### config.mk
export PLATFORM = sky130hd
export DESIGN_NAME = mem_arbiter_flat
export DESIGN_NICKNAME = d
export VERILOG_FILES = /design/src/rtl/mem_arbiter_pkg.sv /design/src/rtl/mem_arbiter_if.sv /design/src/rtl/mem_arbiter_rr_picker.sv /design/src/rtl/mem_arbiter.sv /design/src/flat_wrapper.sv
export SDC_FILE = /design/constraint.sdc
export NUM_CORES = 1
export LEC_CHECK = 0
export BUFFER_PORTS_ARGS = -buffer_cell sky130_fd_sc_hd__buf_4
export CORE_ASPECT_RATIO = 1.75
export CORE_MARGIN = 8
export CORE_UTILIZATION = 46
export DETAILED_ROUTE_END_ITERATION = 12
export PLACE_DENSITY = 0.84
export SYNTH_ARGS = -nofsm -noshare
export SYNTH_HDL_FRONTEND = slang
export SYNTH_HIERARCHICAL = 1
export SYNTH_SLANG_ARGS = --single-unit
### constraint.sdc
create_clock -name CLK -period 5.8 [get_ports CLK]
set_input_delay 1.16 -clock CLK [delete_from_list [all_inputs] [get_ports CLK]]
set_output_delay 1.16 -clock CLK [all_outputs]
set_load 0.01 [all_outputs]
### src/rtl/mem_arbiter_pkg.sv
// Shared encodings for the memory arbiter: request flags and FSM states.
package mem_arbiter_pkg;
  localparam logic [1:0] MEM_IDLE  = 2'b00;
  localparam logic [1:0] MEM_READ  = 2'b01;
  localparam logic [1:0] MEM_WRITE = 2'b10;

  typedef enum logic [1:0] {ST_IDLE, ST_SERVE, ST_RESP, ST_GAP} state_t;

  // 2'b11 is illegal and behaves as idle
  function automatic logic is_req(input logic [1:0] f);
    return (f == MEM_READ) || (f == MEM_WRITE);
  endfunction
endpackage

### src/rtl/mem_arbiter_if.sv
// Upstream requester bundle plus the single downstream controller port.
interface mem_arbiter_if #(
  parameter int PORT_COUNT = 2,
  parameter int ADDR_WIDTH = 32,
  parameter int DATA_WIDTH = 32
);
  localparam int MW = DATA_WIDTH / 8;

  logic [PORT_COUNT-1:0][1:0]            req_rw_flag;
  logic [PORT_COUNT-1:0][ADDR_WIDTH-1:0] req_addr;
  logic [PORT_COUNT-1:0][DATA_WIDTH-1:0] req_write_data;
  logic [PORT_COUNT-1:0][MW-1:0]         req_write_mask;
  logic [PORT_COUNT-1:0][DATA_WIDTH-1:0] req_read_data;
  logic [PORT_COUNT-1:0]                 req_busy;
  logic [PORT_COUNT-1:0]                 req_done;

  logic [1:0]            MEM_rw_flag;
  logic [ADDR_WIDTH-1:0] MEM_addr;
  logic [DATA_WIDTH-1:0] MEM_write_data;
  logic [MW-1:0]         MEM_write_mask;
  logic [DATA_WIDTH-1:0] MEM_read_data;
  logic                  MEM_busy;
  logic                  MEM_done;

  // master: the arbiter, which drives the controller port
  modport master (
    input  req_rw_flag, req_addr, req_write_data, req_write_mask,
    input  MEM_read_data, MEM_busy, MEM_done,
    output req_read_data, req_busy, req_done,
    output MEM_rw_flag, MEM_addr, MEM_write_data, MEM_write_mask
  );

  modport slave (
    output req_rw_flag, req_addr, req_write_data, req_write_mask,
    output MEM_read_data, MEM_busy, MEM_done,
    input  req_read_data, req_busy, req_done,
    input  MEM_rw_flag, MEM_addr, MEM_write_data, MEM_write_mask
  );
endinterface

### src/rtl/mem_arbiter_rr_picker.sv
// Combinational round-robin priority encoder: first valid index at or above
// the pointer, wrapping around.
module rr_picker #(
  parameter int N  = 2,
  parameter int PW = (N > 1) ? $clog2(N) : 1
) (
  input  logic [N-1:0]  i_valid,
  input  logic [PW-1:0] i_ptr,
  output logic [PW-1:0] o_grant,
  output logic          o_any
);
  always_comb begin
    int idx;
    o_grant = '0;
    o_any   = 1'b0;
    idx     = 0;
    // walk from the farthest offset down so the nearest valid wins
    for (int k = N - 1; k >= 0; k--) begin
      idx = int'(i_ptr) + k;
      if (idx >= N) idx = idx - N;
      if (i_valid[idx]) begin
        o_grant = PW'(idx);
        o_any   = 1'b1;
      end
    end
  end
endmodule

### src/rtl/mem_arbiter.sv
// Round-robin arbiter serialising PORT_COUNT requesters onto one memory
// controller port, one outstanding transaction at a time.
module mem_arbiter
  import mem_arbiter_pkg::*;
#(
  parameter int PORT_COUNT = 2,
  parameter int ADDR_WIDTH = 32,
  parameter int DATA_WIDTH = 32
) (
  input logic CLK,
  input logic RST,
  mem_arbiter_if.master bus
);
  localparam int PW = (PORT_COUNT > 1) ? $clog2(PORT_COUNT) : 1;
  localparam int MW = DATA_WIDTH / 8;

  state_t                r_state, w_next;
  logic [PW-1:0]         r_ptr, r_gnt, w_pick;
  logic                  w_any;
  logic [PORT_COUNT-1:0] w_valid;
  logic [1:0]            r_flag;
  logic [ADDR_WIDTH-1:0] r_addr;
  logic [DATA_WIDTH-1:0] r_wdata;
  logic [MW-1:0]         r_mask;

  always_comb begin
    w_valid = '0;
    for (int i = 0; i < PORT_COUNT; i++) w_valid[i] = is_req(bus.req_rw_flag[i]);
  end

  rr_picker #(.N(PORT_COUNT), .PW(PW)) u_pick (
    .i_valid (w_valid),
    .i_ptr   (r_ptr),
    .o_grant (w_pick),
    .o_any   (w_any)
  );

  always_comb begin
    w_next = r_state;
    case (r_state)
      ST_IDLE:  if (!bus.MEM_busy && w_any) w_next = ST_SERVE;
      ST_SERVE: if (bus.MEM_done) w_next = ST_RESP;
      ST_RESP:  w_next = ST_GAP;
      ST_GAP:   w_next = ST_IDLE;
      default:  w_next = ST_IDLE;
    endcase
  end

  always_ff @(posedge CLK or posedge RST) begin
    if (RST) begin
      r_state <= ST_IDLE;
      r_ptr   <= '0;
      r_gnt   <= '0;
      r_flag  <= MEM_IDLE;
      r_addr  <= '0;
      r_wdata <= '0;
      r_mask  <= '0;
    end else begin
      r_state <= w_next;
      if (r_state == ST_IDLE && w_next == ST_SERVE) begin
        r_gnt   <= w_pick;
        r_flag  <= bus.req_rw_flag[w_pick];
        r_addr  <= bus.req_addr[w_pick];
        r_wdata <= bus.req_write_data[w_pick];
        r_mask  <= bus.req_write_mask[w_pick];
      end
      if (r_state == ST_RESP)
        r_ptr <= (r_gnt == PW'(PORT_COUNT - 1)) ? '0 : r_gnt + 1'b1;
    end
  end

  // per-port read data capture doubles as the hold-between-transactions register
  for (genvar i = 0; i < PORT_COUNT; i++) begin : g_port
    logic [DATA_WIDTH-1:0] r_rdata;
    always_ff @(posedge CLK or posedge RST) begin
      if (RST)
        r_rdata <= '0;
      else if (r_state == ST_SERVE && bus.MEM_done && r_gnt == PW'(i))
        r_rdata <= bus.MEM_read_data;
    end
    assign bus.req_read_data[i] = r_rdata;
    assign bus.req_done[i]      = (r_state == ST_RESP) && (r_gnt == PW'(i));
    assign bus.req_busy[i]      = (r_state != ST_IDLE) && (r_gnt != PW'(i));
  end

  assign bus.MEM_rw_flag    = (r_state == ST_SERVE) ? r_flag : MEM_IDLE;
  assign bus.MEM_addr       = r_addr;
  assign bus.MEM_write_data = r_wdata;
  assign bus.MEM_write_mask = r_mask;
endmodule

### src/flat_wrapper.sv
// flat-port wrapper written by rule: the top's interface ports become plain ports
module mem_arbiter_flat import mem_arbiter_pkg::*;
#(
  parameter int PORT_COUNT = 2,
  parameter int ADDR_WIDTH = 32,
  parameter int DATA_WIDTH = 32
)
  (CLK, RST, bus_req_rw_flag, bus_req_addr, bus_req_write_data, bus_req_write_mask, bus_MEM_read_data, bus_MEM_busy, bus_MEM_done, bus_req_read_data, bus_req_busy, bus_req_done, bus_MEM_rw_flag, bus_MEM_addr, bus_MEM_write_data, bus_MEM_write_mask);
  mem_arbiter_if #(.PORT_COUNT(PORT_COUNT), .ADDR_WIDTH(ADDR_WIDTH), .DATA_WIDTH(DATA_WIDTH)) bus_i ();
  input logic CLK;
  input logic RST;
  input wire logic [$bits(bus_i.req_rw_flag)-1:0] bus_req_rw_flag;
  input wire logic [$bits(bus_i.req_addr)-1:0] bus_req_addr;
  input wire logic [$bits(bus_i.req_write_data)-1:0] bus_req_write_data;
  input wire logic [$bits(bus_i.req_write_mask)-1:0] bus_req_write_mask;
  input wire logic [$bits(bus_i.MEM_read_data)-1:0] bus_MEM_read_data;
  input wire logic [$bits(bus_i.MEM_busy)-1:0] bus_MEM_busy;
  input wire logic [$bits(bus_i.MEM_done)-1:0] bus_MEM_done;
  output wire logic [$bits(bus_i.req_read_data)-1:0] bus_req_read_data;
  output wire logic [$bits(bus_i.req_busy)-1:0] bus_req_busy;
  output wire logic [$bits(bus_i.req_done)-1:0] bus_req_done;
  output wire logic [$bits(bus_i.MEM_rw_flag)-1:0] bus_MEM_rw_flag;
  output wire logic [$bits(bus_i.MEM_addr)-1:0] bus_MEM_addr;
  output wire logic [$bits(bus_i.MEM_write_data)-1:0] bus_MEM_write_data;
  output wire logic [$bits(bus_i.MEM_write_mask)-1:0] bus_MEM_write_mask;
  assign bus_i.req_rw_flag = bus_req_rw_flag;
  assign bus_i.req_addr = bus_req_addr;
  assign bus_i.req_write_data = bus_req_write_data;
  assign bus_i.req_write_mask = bus_req_write_mask;
  assign bus_i.MEM_read_data = bus_MEM_read_data;
  assign bus_i.MEM_busy = bus_MEM_busy;
  assign bus_i.MEM_done = bus_MEM_done;
  assign bus_req_read_data = bus_i.req_read_data;
  assign bus_req_busy = bus_i.req_busy;
  assign bus_req_done = bus_i.req_done;
  assign bus_MEM_rw_flag = bus_i.MEM_rw_flag;
  assign bus_MEM_addr = bus_i.MEM_addr;
  assign bus_MEM_write_data = bus_i.MEM_write_data;
  assign bus_MEM_write_mask = bus_i.MEM_write_mask;
  mem_arbiter #(.PORT_COUNT(PORT_COUNT), .ADDR_WIDTH(ADDR_WIDTH), .DATA_WIDTH(DATA_WIDTH)) u_core (.CLK(CLK), .RST(RST), .bus(bus_i));
endmodule
==> results_dict.tcl <==
set metrics [dict create \
    synth_edf_count 0 \
    worst_pin_slew_ns 0.878 \
    dpl-instance-area_um2 8840 \
    clockPowerShare_pct 21.0 \
    peakVddDrop_mv 0.314 \
    synthArstFlopShare_pct 100 \
    root_buffer "clkbuf_16" \
    cts_hold_buf 0 \
    post_cts_buffers 0 \
    seqCellArea_um2 3450 \
    max_cap_violations 0 \
    p_seq_share_pct 34.4 \
    h-tree-depth 4 \
    clkSlewWorstSetupHoldPaths_ns 0.06 \
    fin_hold_ws_ns 0.487 \
    crit_chain "buf_4, xor2_1, a21boi_4, buf_4, mux2_2, mux2_4" \
    grt_max_degree 81 \
    wl_per_cell_um 21.4 \
    cellInternalPower_uw 3500 \
    cpMaxStageDelayCell "buf_4" \
    cp_num_cells 6 \
    max_stage_delay_ns 0.68 \
    dieArea_um2 18200 \
    track_usage_pct 20.7 \
    synth_seq_area_share_pct 53.6 \
    postLayoutCellArea_um2 9440 \
    drtIter0Drc 100 \
    area_growth_pct 46.6 \
    path_class "in2reg" \
    n_antenna_cell 0 \
    synthesis.area_um2 6440 \
    whs_path_depth 1 \
    power_frac_comb_pct 44.6 \
    clkSinkCount 138 \
    final_cell_mix "317 x buf_4, 138 x dfrtp_1, 125 x mux2_2, 69 x mux2_4, 17 x clkbuf_16" \
    critPathBufInv 2 \
    via_per_inst 5.03 \
    start_kind "primary input" \
    fmax_mhz 355 \
    first_global_vias 5287 \
    cp_top_family "buffers and inverters" \
    coreArea_um2 13800 \
    r2r.worst_path.cells 3 \
    hold_class "reg2reg" \
    numCtsBuffers 17 \
    drive_gt1_share_pct 76.8 \
    syn_area_per_cell_um2 16.5 \
    vias 4494 \
    die_y_um 172 \
    grt_first_pass_wirelength_um 29100 \
    wl_um 19100 \
    ys_types 23 \
    multiInputGateArea_um2 2750 \
    ys_ff_latch 138 \
    drc 0 \
    path_max_fanout 70 \
    final_nets 879 \
    power.density_nw_per_um2 546 \
    leakage_uw 0.00460 \
    clk_latency_ns 0.41 \
    synth_flop_cell "dfrtp_1" \
    io_pins 314 \
    synth_warnings 6 \
    firstDrtPassIters 4 \
    tns_ns 0 \
    dpl.hpwl_um 14700 \
    setup_viol 0 \
    switchingPower_uw 1650 \
    layout_commonest_cell "buf_4" \
    end_kind "flop" \
    rsz0062_at_grt "false" \
    final.min_clock_period_ns 2.82 \
    status "finished, final reports clean" \
    fp-row-count 57 \
    drv_slew 0 \
    gp_congestion 0.781 \
    nFillCells 933 \
    required_ns 6.09 \
    clockBufferDepth 2 \
    cts_resized 0 \
    switching_share_pct 32.1 \
    max_slew_margin_pct 41.4 \
    numPortBuffers 313 \
    initial_core_util_pct 46.8 \
    cp_data_arrival_time_ns 3.11 \
    crit_top_cell "buf_4" \
    period_share_pct 48.6 \
    die_w_um 105 \
    grt_overflow 0 \
    antenna_left 0 \
    syn_nets 566 \
    skew_ns 0.00636 \
    finalHoldViolCount 0 \
    antenna_found_initial 0 \
    cts_tree "done" \
    final_util_pct 68.5 \
    synth_cells 390 \
]
## registers in the layout, summed over array words and instances, names as in the netlist
| signal | cells |
|---|---|
| u_core/r_ptr | 1 |
| u_core/r_state | 2 |
| u_core/bus.MEM_addr | 32 |
| u_core/r_flag | 2 |
| u_core/bus.MEM_write_data | 32 |
| u_core/r_gnt | 1 |
| u_core/g_port.r_rdata | 64 |
| u_core/bus.MEM_write_mask | 4 |
## worst register-to-register path, cell delays in order (launching register included)
cell      delay, ns
dfrtp_1        0.50
nor4bb_4       0.81
buf_4          0.45
mux2_2         0.41
## layout make-up
type                       instances  share of cell area (%)
sequential                       138                    36.6
multi-input combinational        225                    29.2
timing repair buffer             318                    25.4
inverter                           3                   0.172
clock buffer                      18                    4.55
tap                              177                    2.35
clock inverter                    14                    1.72
## per-layer routing
| layer | global-route usage, % | wire length [um] | vias up |
|---|---|---|---|
| met5 | 0 | 0 | - |
| met4 | 13.3 | 933 | 0 |
| met3 | 6.94 | 1270 | 62 |
| met2 | 36.6 | 10400 | 212 |
| met1 | 20.2 | 6450 | 2202 |
| li1 | - | - | 2018 |
## Yosys cell counts, types with 2 or more instances
master / count / area (um^2)
buf_2: 11 / 55.1
mux2_1: 11 / 124
nand3b_1: 2 / 15.0
nor2_1: 4 / 15.0
buf_12: 7 / 140
and3b_2: 2 / 20.0
mux2_2: 125 / 1410
mux2_4: 69 / 1040
dfrtp_1: 138 / 3450
buf_6: 5 / 56.3
inv_1: 3 / 11.3
xor2_1: 2 / 17.5
## stage by stage
step / power, uW / setup slack (ns) / cells
3_5_place_dp: 4110 / 2.53 / 861
2_1_floorplan: 2990 / 0.944 / 390
4_1_cts: 5210 / 2.98 / 893
6_report: 5150 / 2.98 / 893
5_1_grt: 5410 / 2.92 / 893
3_3_place_gp: 4020 / 2.65 / 861
## cell families after synthesis
kind of cell | synth area share, %
flops | 53.6
simple gates | 1.83
xor+xnor | 0.272
mux | 39.9
compound gates | 0.233
buf+inv | 4.14
## power groups by stage
stage               clock (uW)  sequential [uW]  combinational [uW]
floorplan                    0             1940                1060
global placement             0             1760                2260
detailed placement           0             1780                2330
CTS                       1110             1770                2330
global route              1150             1840                2430
finish                    1080             1770                2300
## worst paths after layout
path | end | slack [ns] | start
min reg2reg | u_core/g_port[0].r_rdata[5] | 0.49 | u_core/g_port[0].r_rdata[5]
max reg2reg | u_core/g_port[0].r_rdata[19] | 3.50 | u_core/r_state[1]
max | u_core/bus.MEM_write_data[20] | 2.98 | bus_req_rw_flag[2]
max in group asynchronous | u_core/g_port[0].r_rdata[5] | 3.67 | RST
min in group asynchronous | u_core/bus.MEM_addr[10] | 0.88 | RST
min | u_core/g_port[0].r_rdata[5] | 0.49 | u_core/g_port[0].r_rdata[5]
Note: power is estimated with default switching activity, not from simulation.
